$ cat src/rtl/spi_pkg.sv
// ---------------------------------------------------------------------------
// spi_pkg
// Shared types and constants for the SPI slave front-end.
//   state_e      : front-end state encoding (IDLE..READ_DATA = 0..4)
//   CMD_*        : frame command codes carried in frame bits [9:8]
//   RX_W_DEF     : default rx frame width (2 cmd bits + byte)
//   TX_W_DEF     : default MISO response width
// ---------------------------------------------------------------------------
package spi_pkg;

    localparam int unsigned RX_W_DEF = 10;
    localparam int unsigned TX_W_DEF = 8;

    localparam logic [1:0] CMD_WR_ADDR = 2'b00;
    localparam logic [1:0] CMD_WR_DATA = 2'b01;
    localparam logic [1:0] CMD_RD_ADDR = 2'b10;
    localparam logic [1:0] CMD_RD_DATA = 2'b11;

    typedef enum logic [2:0] {
        ST_IDLE      = 3'd0,
        ST_CHK_CMD   = 3'd1,
        ST_WRITE     = 3'd2,
        ST_READ_ADD  = 3'd3,
        ST_READ_DATA = 3'd4
    } state_e;

    // States in which MOSI bits are shifted into the rx frame
    function automatic logic is_shift_state(input state_e s);
        return (s == ST_WRITE) || (s == ST_READ_ADD) || (s == ST_READ_DATA);
    endfunction

endpackage

$ cat src/rtl/spi_slave_if.sv
// ---------------------------------------------------------------------------
// spi_slave_if
// Bundles the SPI serial lines and the RAM-side rx/tx handshake.
//   MOSI, SS_n          : serial input and active-low slave select
//   MISO                : serial output (MSB first)
//   tx_data, tx_valid   : RAM read data into the slave
//   rx_data, rx_valid   : completed frame out of the slave
// Modports: master (SPI master + RAM side), slave (spi_slave).
// ---------------------------------------------------------------------------
interface spi_slave_if #(
    parameter int unsigned RX_W = spi_pkg::RX_W_DEF,
    parameter int unsigned TX_W = spi_pkg::TX_W_DEF
);
    logic            MOSI;
    logic            SS_n;
    logic            MISO;
    logic [TX_W-1:0] tx_data;
    logic            tx_valid;
    logic [RX_W-1:0] rx_data;
    logic            rx_valid;

    modport master (
        output MOSI, SS_n, tx_data, tx_valid,
        input  MISO, rx_data, rx_valid
    );

    modport slave (
        input  MOSI, SS_n, tx_data, tx_valid,
        output MISO, rx_data, rx_valid
    );
endinterface

$ cat src/rtl/spi_piso_tx.sv
// ---------------------------------------------------------------------------
// spi_piso_tx
// Load-once parallel-in/serial-out shifter driving MISO, MSB first.
// After a load the line carries bit W-1 for one cycle, then W-2 .. 0, one
// cycle each, then returns to 0. Only one load is accepted until clear_i.
//   clk, rst   : clock, synchronous active-high reset
//   clear_i    : abort any transfer, re-arm the single load
//   load_i     : request to latch data_i (ignored once used or busy)
//   data_i     : parallel word to send
//   miso_o     : registered serial output
//   last_c_o   : combinational, high in the cycle bit 0 is on the line
// ---------------------------------------------------------------------------
module spi_piso_tx #(
    parameter int unsigned W = 8
) (
    input  logic         clk,
    input  logic         rst,
    input  logic         clear_i,
    input  logic         load_i,
    input  logic [W-1:0] data_i,
    output logic         miso_o,
    output logic         last_c_o
);
    localparam int unsigned CW = $clog2(W);

    logic [W-1:0]  sh_q, sh_d;
    logic [CW-1:0] cnt_q, cnt_d;
    logic          busy_q, busy_d;
    logic          used_q, used_d;
    logic          miso_q, miso_d;

    // Next-state: clear beats shifting, shifting beats a new load
    always_comb begin
        sh_d     = sh_q;
        cnt_d    = cnt_q;
        busy_d   = busy_q;
        used_d   = used_q;
        miso_d   = miso_q;
        last_c_o = busy_q && (cnt_q == '0) && !clear_i;

        if (clear_i) begin
            sh_d   = '0;
            cnt_d  = '0;
            busy_d = 1'b0;
            used_d = 1'b0;
            miso_d = 1'b0;
        end else if (busy_q) begin
            if (cnt_q != '0) begin
                miso_d = sh_q[W-1];
                sh_d   = sh_q << 1;
                cnt_d  = cnt_q - CW'(1);
            end else begin
                miso_d = 1'b0;
                busy_d = 1'b0;
            end
        end else if (load_i && !used_q) begin
            miso_d = data_i[W-1];
            sh_d   = {data_i[W-2:0], 1'b0};
            cnt_d  = CW'(W - 1);
            busy_d = 1'b1;
            used_d = 1'b1;
        end
    end

    // State register
    always_ff @(posedge clk) begin
        if (rst) begin
            sh_q   <= '0;
            cnt_q  <= '0;
            busy_q <= 1'b0;
            used_q <= 1'b0;
            miso_q <= 1'b0;
        end else begin
            sh_q   <= sh_d;
            cnt_q  <= cnt_d;
            busy_q <= busy_d;
            used_q <= used_d;
            miso_q <= miso_d;
        end
    end

    assign miso_o = miso_q;

endmodule

$ cat src/rtl/spi_slave.sv
// ---------------------------------------------------------------------------
// spi_slave
// SPI slave front-end between an SPI master and a single-port RAM.
// After SS_n falls, one command bit selects WRITE (0) or a read; the read
// goes to READ_ADD until an address frame has been seen, then READ_DATA.
// Each of those states shifts in one RX_W-bit frame (MSB first), publishes it
// on rx_data and pulses rx_valid for one cycle. In READ_DATA the first
// tx_valid after the frame loads tx_data once and serialises it on MISO.
//   clk, rst : clock, synchronous active-high reset
//   bus      : spi_slave_if.slave (MOSI, SS_n, MISO, tx_*, rx_*)
// Optional: define SPI_SLAVE_ASSERT_EN to compile simulation assertions.
// ---------------------------------------------------------------------------
module spi_slave
    import spi_pkg::*;
#(
    parameter int unsigned RX_W = RX_W_DEF,
    parameter int unsigned TX_W = TX_W_DEF
) (
    input  logic        clk,
    input  logic        rst,
    spi_slave_if.slave  bus
);
    localparam int unsigned CNT_W = $clog2(RX_W);

    state_e           cs_q, cs_d;
    logic [RX_W-1:0]  sh_q, sh_d;
    logic [RX_W-1:0]  rx_data_q, rx_data_d;
    logic             rx_valid_q, rx_valid_d;
    logic [CNT_W-1:0] cnt_q, cnt_d;
    logic             done_q, done_d;
    logic             rd_seen_q, rd_seen_d;
    logic             frame_done_c;

    logic             tx_load_c;
    logic             tx_clear_c;
    logic             tx_last_c;
    logic             miso;

    // Next-state and frame capture
    always_comb begin
        cs_d         = cs_q;
        sh_d         = sh_q;
        rx_data_d    = rx_data_q;
        cnt_d        = cnt_q;
        done_d       = done_q;
        rd_seen_d    = rd_seen_q;
        frame_done_c = 1'b0;

        case (cs_q)
            ST_IDLE: begin
                cnt_d  = '0;
                done_d = 1'b0;
                if (!bus.SS_n) cs_d = ST_CHK_CMD;
            end
            ST_CHK_CMD: begin
                if (bus.SS_n)       cs_d = ST_IDLE;
                else if (!bus.MOSI) cs_d = ST_WRITE;
                else                cs_d = rd_seen_q ? ST_READ_DATA : ST_READ_ADD;
            end
            ST_WRITE, ST_READ_ADD, ST_READ_DATA: begin
                if (bus.SS_n) begin
                    cs_d   = ST_IDLE;
                    cnt_d  = '0;
                    done_d = 1'b0;
                end else if (!done_q) begin
                    // Bits after a complete frame are ignored until SS_n rises
                    sh_d = {sh_q[RX_W-2:0], bus.MOSI};
                    if (cnt_q == CNT_W'(RX_W - 1)) begin
                        rx_data_d    = sh_d;
                        frame_done_c = 1'b1;
                        done_d       = 1'b1;
                        cnt_d        = '0;
                        if (cs_q == ST_READ_ADD) rd_seen_d = 1'b1;
                    end else begin
                        cnt_d = cnt_q + CNT_W'(1);
                    end
                end
            end
            default: cs_d = ST_IDLE;
        endcase

        // A fully transmitted read-data response consumes the address
        if (tx_last_c) rd_seen_d = 1'b0;

        rx_valid_d = frame_done_c;
    end

    // MISO is armed only after the read-data frame has been received
    assign tx_load_c  = (cs_q == ST_READ_DATA) && !bus.SS_n && done_q && bus.tx_valid;
    assign tx_clear_c = bus.SS_n || (cs_q != ST_READ_DATA);

    // State register
    always_ff @(posedge clk) begin
        if (rst) begin
            cs_q       <= ST_IDLE;
            sh_q       <= '0;
            rx_data_q  <= '0;
            rx_valid_q <= 1'b0;
            cnt_q      <= '0;
            done_q     <= 1'b0;
            rd_seen_q  <= 1'b0;
        end else begin
            cs_q       <= cs_d;
            sh_q       <= sh_d;
            rx_data_q  <= rx_data_d;
            rx_valid_q <= rx_valid_d;
            cnt_q      <= cnt_d;
            done_q     <= done_d;
            rd_seen_q  <= rd_seen_d;
        end
    end

    spi_piso_tx #(
        .W (TX_W)
    ) u_tx (
        .clk      (clk),
        .rst      (rst),
        .clear_i  (tx_clear_c),
        .load_i   (tx_load_c),
        .data_i   (bus.tx_data),
        .miso_o   (miso),
        .last_c_o (tx_last_c)
    );

    assign bus.MISO     = miso;
    assign bus.rx_data  = rx_data_q;
    assign bus.rx_valid = rx_valid_q;

`ifdef SPI_SLAVE_ASSERT_EN
    a_cs_legal: assert property (@(posedge clk) 3'(cs_q) <= 3'd4)
        else $error("cs out of range: %0d", cs_q);

    a_rx_valid_single: assert property (@(posedge clk) disable iff (rst)
        rx_valid_q |=> !rx_valid_q)
        else $error("rx_valid high two consecutive cycles");

    a_rx_valid_source: assert property (@(posedge clk) disable iff (rst)
        (!frame_done_c || !is_shift_state(cs_q)) |=> !rx_valid_q)
        else $error("rx_valid without a completed frame");
`else
`endif

endmodule

$ cat src/flat_wrapper.sv
// flat-port wrapper written by rule: the top's interface ports become plain ports
module spi_slave_flat import spi_pkg::*;
#(
    parameter int unsigned RX_W = RX_W_DEF,
    parameter int unsigned TX_W = TX_W_DEF
)
  (clk, rst, bus_MOSI, bus_SS_n, bus_tx_data, bus_tx_valid, bus_MISO, bus_rx_data, bus_rx_valid);
  spi_slave_if #(.RX_W(RX_W), .TX_W(TX_W)) bus_i ();
  input  logic clk;
  input  logic rst;
  input wire logic [$bits(bus_i.MOSI)-1:0] bus_MOSI;
  input wire logic [$bits(bus_i.SS_n)-1:0] bus_SS_n;
  input wire logic [$bits(bus_i.tx_data)-1:0] bus_tx_data;
  input wire logic [$bits(bus_i.tx_valid)-1:0] bus_tx_valid;
  output wire logic [$bits(bus_i.MISO)-1:0] bus_MISO;
  output wire logic [$bits(bus_i.rx_data)-1:0] bus_rx_data;
  output wire logic [$bits(bus_i.rx_valid)-1:0] bus_rx_valid;
  assign bus_i.MOSI = bus_MOSI;
  assign bus_i.SS_n = bus_SS_n;
  assign bus_i.tx_data = bus_tx_data;
  assign bus_i.tx_valid = bus_tx_valid;
  assign bus_MISO = bus_i.MISO;
  assign bus_rx_data = bus_i.rx_data;
  assign bus_rx_valid = bus_i.rx_valid;
  spi_slave #(.RX_W(RX_W), .TX_W(TX_W)) u_core (.clk(clk), .rst(rst), .bus(bus_i));
endmodule
$ cat config.mk
export PLATFORM = sky130hd
export DESIGN_NAME = spi_slave_flat
export DESIGN_NICKNAME = d
export VERILOG_FILES = /design/src/rtl/spi_pkg.sv /design/src/rtl/spi_slave_if.sv /design/src/rtl/spi_piso_tx.sv /design/src/rtl/spi_slave.sv /design/src/flat_wrapper.sv
export SDC_FILE = /design/constraint.sdc
export NUM_CORES = 1
export LEC_CHECK = 0
export CORE_UTILIZATION = 40
export CTS_BUF_LIST = sky130_fd_sc_hd__clkbuf_8
export DETAILED_ROUTE_END_ITERATION = 8
export SLEW_MARGIN = 30
export SYNTH_ARGS = -nofsm -noshare
export SYNTH_HDL_FRONTEND = slang
export SYNTH_SLANG_ARGS = --single-unit
$ cat constraint.sdc
create_clock -name clk -period 3.6 [get_ports clk]
set_clock_uncertainty 0.1 [all_clocks]
set_input_delay 0.72 -clock clk [delete_from_list [all_inputs] [get_ports clk]]
set_output_delay 0.72 -clock clk [all_outputs]
set_load 0.03 [all_outputs]
---- Word-level counts from Yosys, hierarchy flattened ----
Cells that the tools add are included.
word-level totals
  memory bits (writable) .................. 0
  word-level logic and storage cells ...... 80
  input bits .............................. 13
  ROM bits ................................ 0
  bits in latches ......................... 0
  memories kept ........................... 0
  bits in registers ....................... 43
  output and inout port bits .............. 12
operators by class
  magnitude comparators ................... 0
  multiplexer cells ....................... 26
  $mul .................................... 0
  add/subtract/negate cells ............... 2
  bitwise operators ....................... 4
  div/mod/pow operators ................... 0
  reduce and logical (&&, ||, !) cells .... 26
  equal/unequal tests ..................... 10
  shift-type cells ........................ 0
operator list
  cell                   count
  $mux W3                8
  $mux W8                3
  $mux W4                3
  $mux W1                9
  $pmux W3 S3            1
  $pmux W4 S2            1
  $reduce_and A2 Y1      4
  $eq A3 B2 Y1 const B   2
  $logic_and A1 B1 Y1    6
  $logic_not A3 Y1       2
  $ne A3 B3 Y1 const B   2
  $reduce_and A5 Y1      1
  $add A4 B1 Y4 const B  1
  $eq A4 B4 Y1 const B   1
  $ne A2 B2 Y1 const B   2
  $not A1 Y1             4
  $reduce_and A4 Y1      1
  $reduce_bool A2 Y1     2
  $reduce_or A2 Y1       2
  $reduce_or A4 Y1       1
  $eq A3 B1 Y1 const B   1
  $eq A3 B3 Y1 const B   1
  $logic_not A1 Y1       3
  $reduce_and A3 Y1      1
  other kinds (6)        6

---- Logic depth before layout (Yosys ltp) ----
  word-level depth ........................ 7
  depth in mapped cells ................... 7
  gate-level depth less buffers ........... 6

---- Cells and area by module ----
From an unflattened synthesis, not the netlist that was laid out.
unflattened totals
  cells, all modules ...................... 200
  area, all modules ....................... 1896.8 um2
modules (own cells, without submodules)
  module       cells an instance  area each (um2)  seq. area each (um2)  instances
  spi_slave    130                1241.2           580.6                 1
  spi_piso_tx  70                 655.6            260.2                 1

---- Worst setup path before layout ----
Ideal clock, no wire load.
  path type ............................... in2reg
  start point ............................. in bus_SS_n
  end point ............................... reg u_core.u_tx.sh_q[2]
  slack ................................... 1.337 ns
  library setup time ...................... 0.134 ns
  arrival ................................. 2.029 ns
  cell stages on the path ................. 5
  path buffers ............................ 1
  cells stage by stage .................... or4b_1 > buf_6 > or4_4 > nand2_4 > a211oi_1
between the ends
  cells in the longest elaborated chain, start to end .. 7
RTL lines
  item                                 RTL line            source
  from (decl)                          flat_wrapper.sv:12  input wire logic [$bits(bus_i.SS_n)-1:0] bus_SS_n;
  $logic_not A1 Y1                     spi_slave.sv:89     assign tx_load_c = (cs_q == ST_READ_DATA) && !bus.SS_n && done_q && bus.tx_valid;
  $logic_and A1 B1 Y1 (3 in a row)     spi_slave.sv:89
  $logic_and A1 B1 Y1                  spi_piso_tx.sv:56   end else if (load_i && !used_q) begin
  $reduce_bool A2 Y1 (no source line)  -
  $reduce_and A2 Y1 (no source line)   -
  to (signal assigned)                 spi_piso_tx.sv:68   sh_q <= '0;
  to (signal assigned)                 spi_piso_tx.sv:74   sh_q <= sh_d;
  to (decl)                            spi_piso_tx.sv:26   logic [W-1:0] sh_q, sh_d;
Several ways; a longest one is shown, not always the timed one.
A chain may end at the register's enable or synchronous reset.

---- Worst setup path in the final report ----
  start point ............................. in bus_SS_n
  end point ............................... reg u_core.u_tx.sh_q[3]
Same word-level chain as after synthesis.

==> impl_results.md <==
* Row cnt at 24
* IO Port Bufs at 24
* YS warnings at 0
* Worst Max-Slew Pin Slew at 0.681 ns
* WHS Path Cells at 1
* Post-cts resize count at 0
* Post-detailed-routing wire length at 3580 um
* Slew Viols, Final at 0
* Cts hold-fix bufs at 0
* Final hold viol count at 0
* GPL Wtd Cong at just over 0.8
* Unrepaired setup endpoints after global routing: false
* Filler cells at 398
* Final Net Count at about 240
* Share of flip-flops with an asynchronous set or reset at 0%
* Antenna Violating Nets Remaining at 0
* CTS buffer count at 5
* Layout Cells excl Fill at 271
* #FFs+latches synth at 42
* Wire length per cell at 13.2 um
* First-pass GRT wire length at 6200 um
* IO Count at 25
* Commonest non-fill, non-tap cell in the layout: dfxtp_1
* Vias at 1413
* CTS clk-pin slew, worst paths at 0.08 ns
* Synth Flop Type: dfxtp_1
* Post-synthesis mux area share at 13.4%
* Skew-Pair Late Insertion Delay at 0.29 ns
* Sequential fraction of the synthesis area at 44.9%
* Synth cell types at 43
* Fin Setup TNS at 0 ns
* Hold Crit Class: flop to flop
* Critical Path AT at 2.77 ns
* TritonCTS clock tree: built
* CP required at 3.70 ns
* Maximum vdd drop at 0.246 mV
* Post-placement cell count at 263
* Clk sinks at 42
* Xor/xnor cell area share of the yosys netlist at 0%
* Iteration-0 DRC count of the detailed router at 49
* Post-synth EDFFs at 0
* Gr usage total at between 10% and 20%
* Clk root buf: clkbuf_8
* Layout cell share with drive strength beyond 1 at 7.31%
* Post-Syn Nets at 215
* Largest net degree at the start of global routing at 22
* Number of remaining DRC errors at 0
* Number of diodes at 0
* Footprint of the multi-input gates at 948 um^2
* Number of global-route vias before repair at ~1400
* Highest clock rate at 0.373 GHz
* Synth area leaders: dfxtp_1 (45%), mux2i_1 (13%), nor2_1 (5.2%)
* Power Density at 390 nW/um^2
* Kind of critical path: input port to flop
* Setup Buffers After CTS at 0
* DR pass1 iterations at 4
* Leading cell types in the layout, fill and taps excluded: dfxtp_1 (42), nor2_1 (26), mux2i_1 (25), clkdlybuf4s50_1 (24), a21oi_1 (11)
* Final setup vio count at 0
* Synth area leader: dfxtp_1
* Combinational family with the most area after synthesis: simple AND/OR/NAND/NOR gates
* Synth Instances at 198
* Outcome: completed
* Chip Width at 70.4 um
* Mapped Area at 1870 um^2
* Synth Area in Adders at 2.68%
* Die Area at around 5000 um^2
* Syn-to-layout area delta at 19.9%
* CP startpoint kind: input port
* Worst Setup End Kind: flop
* Total gr overflow at 0
* Max clock buf depth at 2
* Period utilization at 74.4%
* Top-area cell type share of the netlist area at 44.9%
* LEAKAGE at 0.797 nW
* PnR Total Power at 0.874 mW
* Dpl hpwl at between 2000 and 2500 um
* Starting Density at 42.4%
* Max_cap viols at 0
* Initial antenna violation count at 0
* CP Max Fanout at 9
* Mean area per synthesized cell at 9.45 um^2
* Core Footprint at about 4400 um^2
* Synth Area in Simple Gates at a little under a quarter
* Reg area at roughly 840 um^2
* Vias per cell at around 5.2
* CTS H-tree depth at 2
* Tmin final at 2.68 ns
* Max_slew headroom at 54.6%
* Reg2Reg Depth at 4
* Die H at 70.4 um
* Synth Area in Compound Gates at 12.1%
[cells in the mapped netlist, drive strengths merged, types with 3 or more instances]
| cell | count |
|---|---|
| mux2i | 25 |
| nor2 | 26 |
| nand2 | 11 |
| a21oi | 11 |
| nand2b | 5 |
| nor4 | 3 |
| nand3 | 4 |
| buf | 5 |
| clkbuf | 8 |
| inv | 5 |
| nor2b | 4 |
| ha | 4 |
| nor3 | 9 |
| or3 | 3 |
| dfxtp | 42 |
| a211oi | 7 |
[through the flow]
stage                     instance area (um^2)  util, %  hold slack [ns]  worst slack [ns]
after floorplan                           1870        -            0.340              1.34
after global placement                    2130     48.2            0.361             0.683
after detailed placement                  2130     48.2            0.356             0.639
after CTS                                 2240     50.8            0.375             0.936
after global routing                      2240     50.8            0.405             0.800
final                                     2240     50.8            0.370             0.921
[where the power goes]
group	total (mW)	switching, mW	leakage (nW)	internal, mW
clock network	0.368	0.162	0.0504	0.206
registers	0.469	0.00315	0.338	0.465
logic	0.0373	0.0171	0.408	0.0202
[worst max-delay path, stage by stage]
cell	delay, ns
clkdlybuf4s50_1	0.51
or4b_1	0.68
nor4_4	0.51
nor3_1	0.09
a211oi_1	0.26
[worst paths after layout]
kind / startpoint / to / slack [ns]
max: bus_SS_n / u_core.u_tx.sh_q[3] / 0.92
min reg2reg: u_core.u_tx.cnt_q[1] / u_core.u_tx.cnt_q[1] / 0.37
min: u_core.u_tx.cnt_q[1] / u_core.u_tx.cnt_q[1] / 0.37
max reg2reg: u_core.cs_q[2] / u_core.u_tx.sh_q[3] / 1.39
[state kept, by name, summed over array words and instances (netlist names)]
signal               cells
u_core.u_tx.miso_o       1
u_core.u_tx.busy_q       1
u_core.cs_q              3
u_core.u_tx.cnt_q        3
u_core.u_tx.sh_q         7
u_core.cnt_q             4
u_core.sh_q              9
u_core.bus.rx_data      10
u_core.rd_seen_q         1
u_core.u_tx.used_q       1
u_core.done_q            1
u_core.bus.rx_valid      1
[layer usage]
layer  up-vias  global-route usage (%)  routed length, um
li1        742                       -                  -
met1       649                    19.2               1730
met2        17                    25.8               1700
met3         5                    3.75                101
met4         0                    7.33                 55
met5         -                       0                  0
[cell type report]
| type | count | share of cell area (%) |
|---|---|---|
| sequential | 42 | 37.5 |
| inverter | 5 | 0.837 |
| tap | 52 | 2.90 |
| clock buffer | 5 | 3.07 |
| timing repair buffer | 26 | 11.4 |
| clock inverter | 3 | 2.01 |
| multi-input combinational | 138 | 42.3 |
[cell families after synthesis]
logic type | after synthesis
simple gates | 76
buf+inv | 18
compound gates | 33
fa+ha+maj | 4
mux | 25
flops | 42
(Power assumes the default switching activity.)
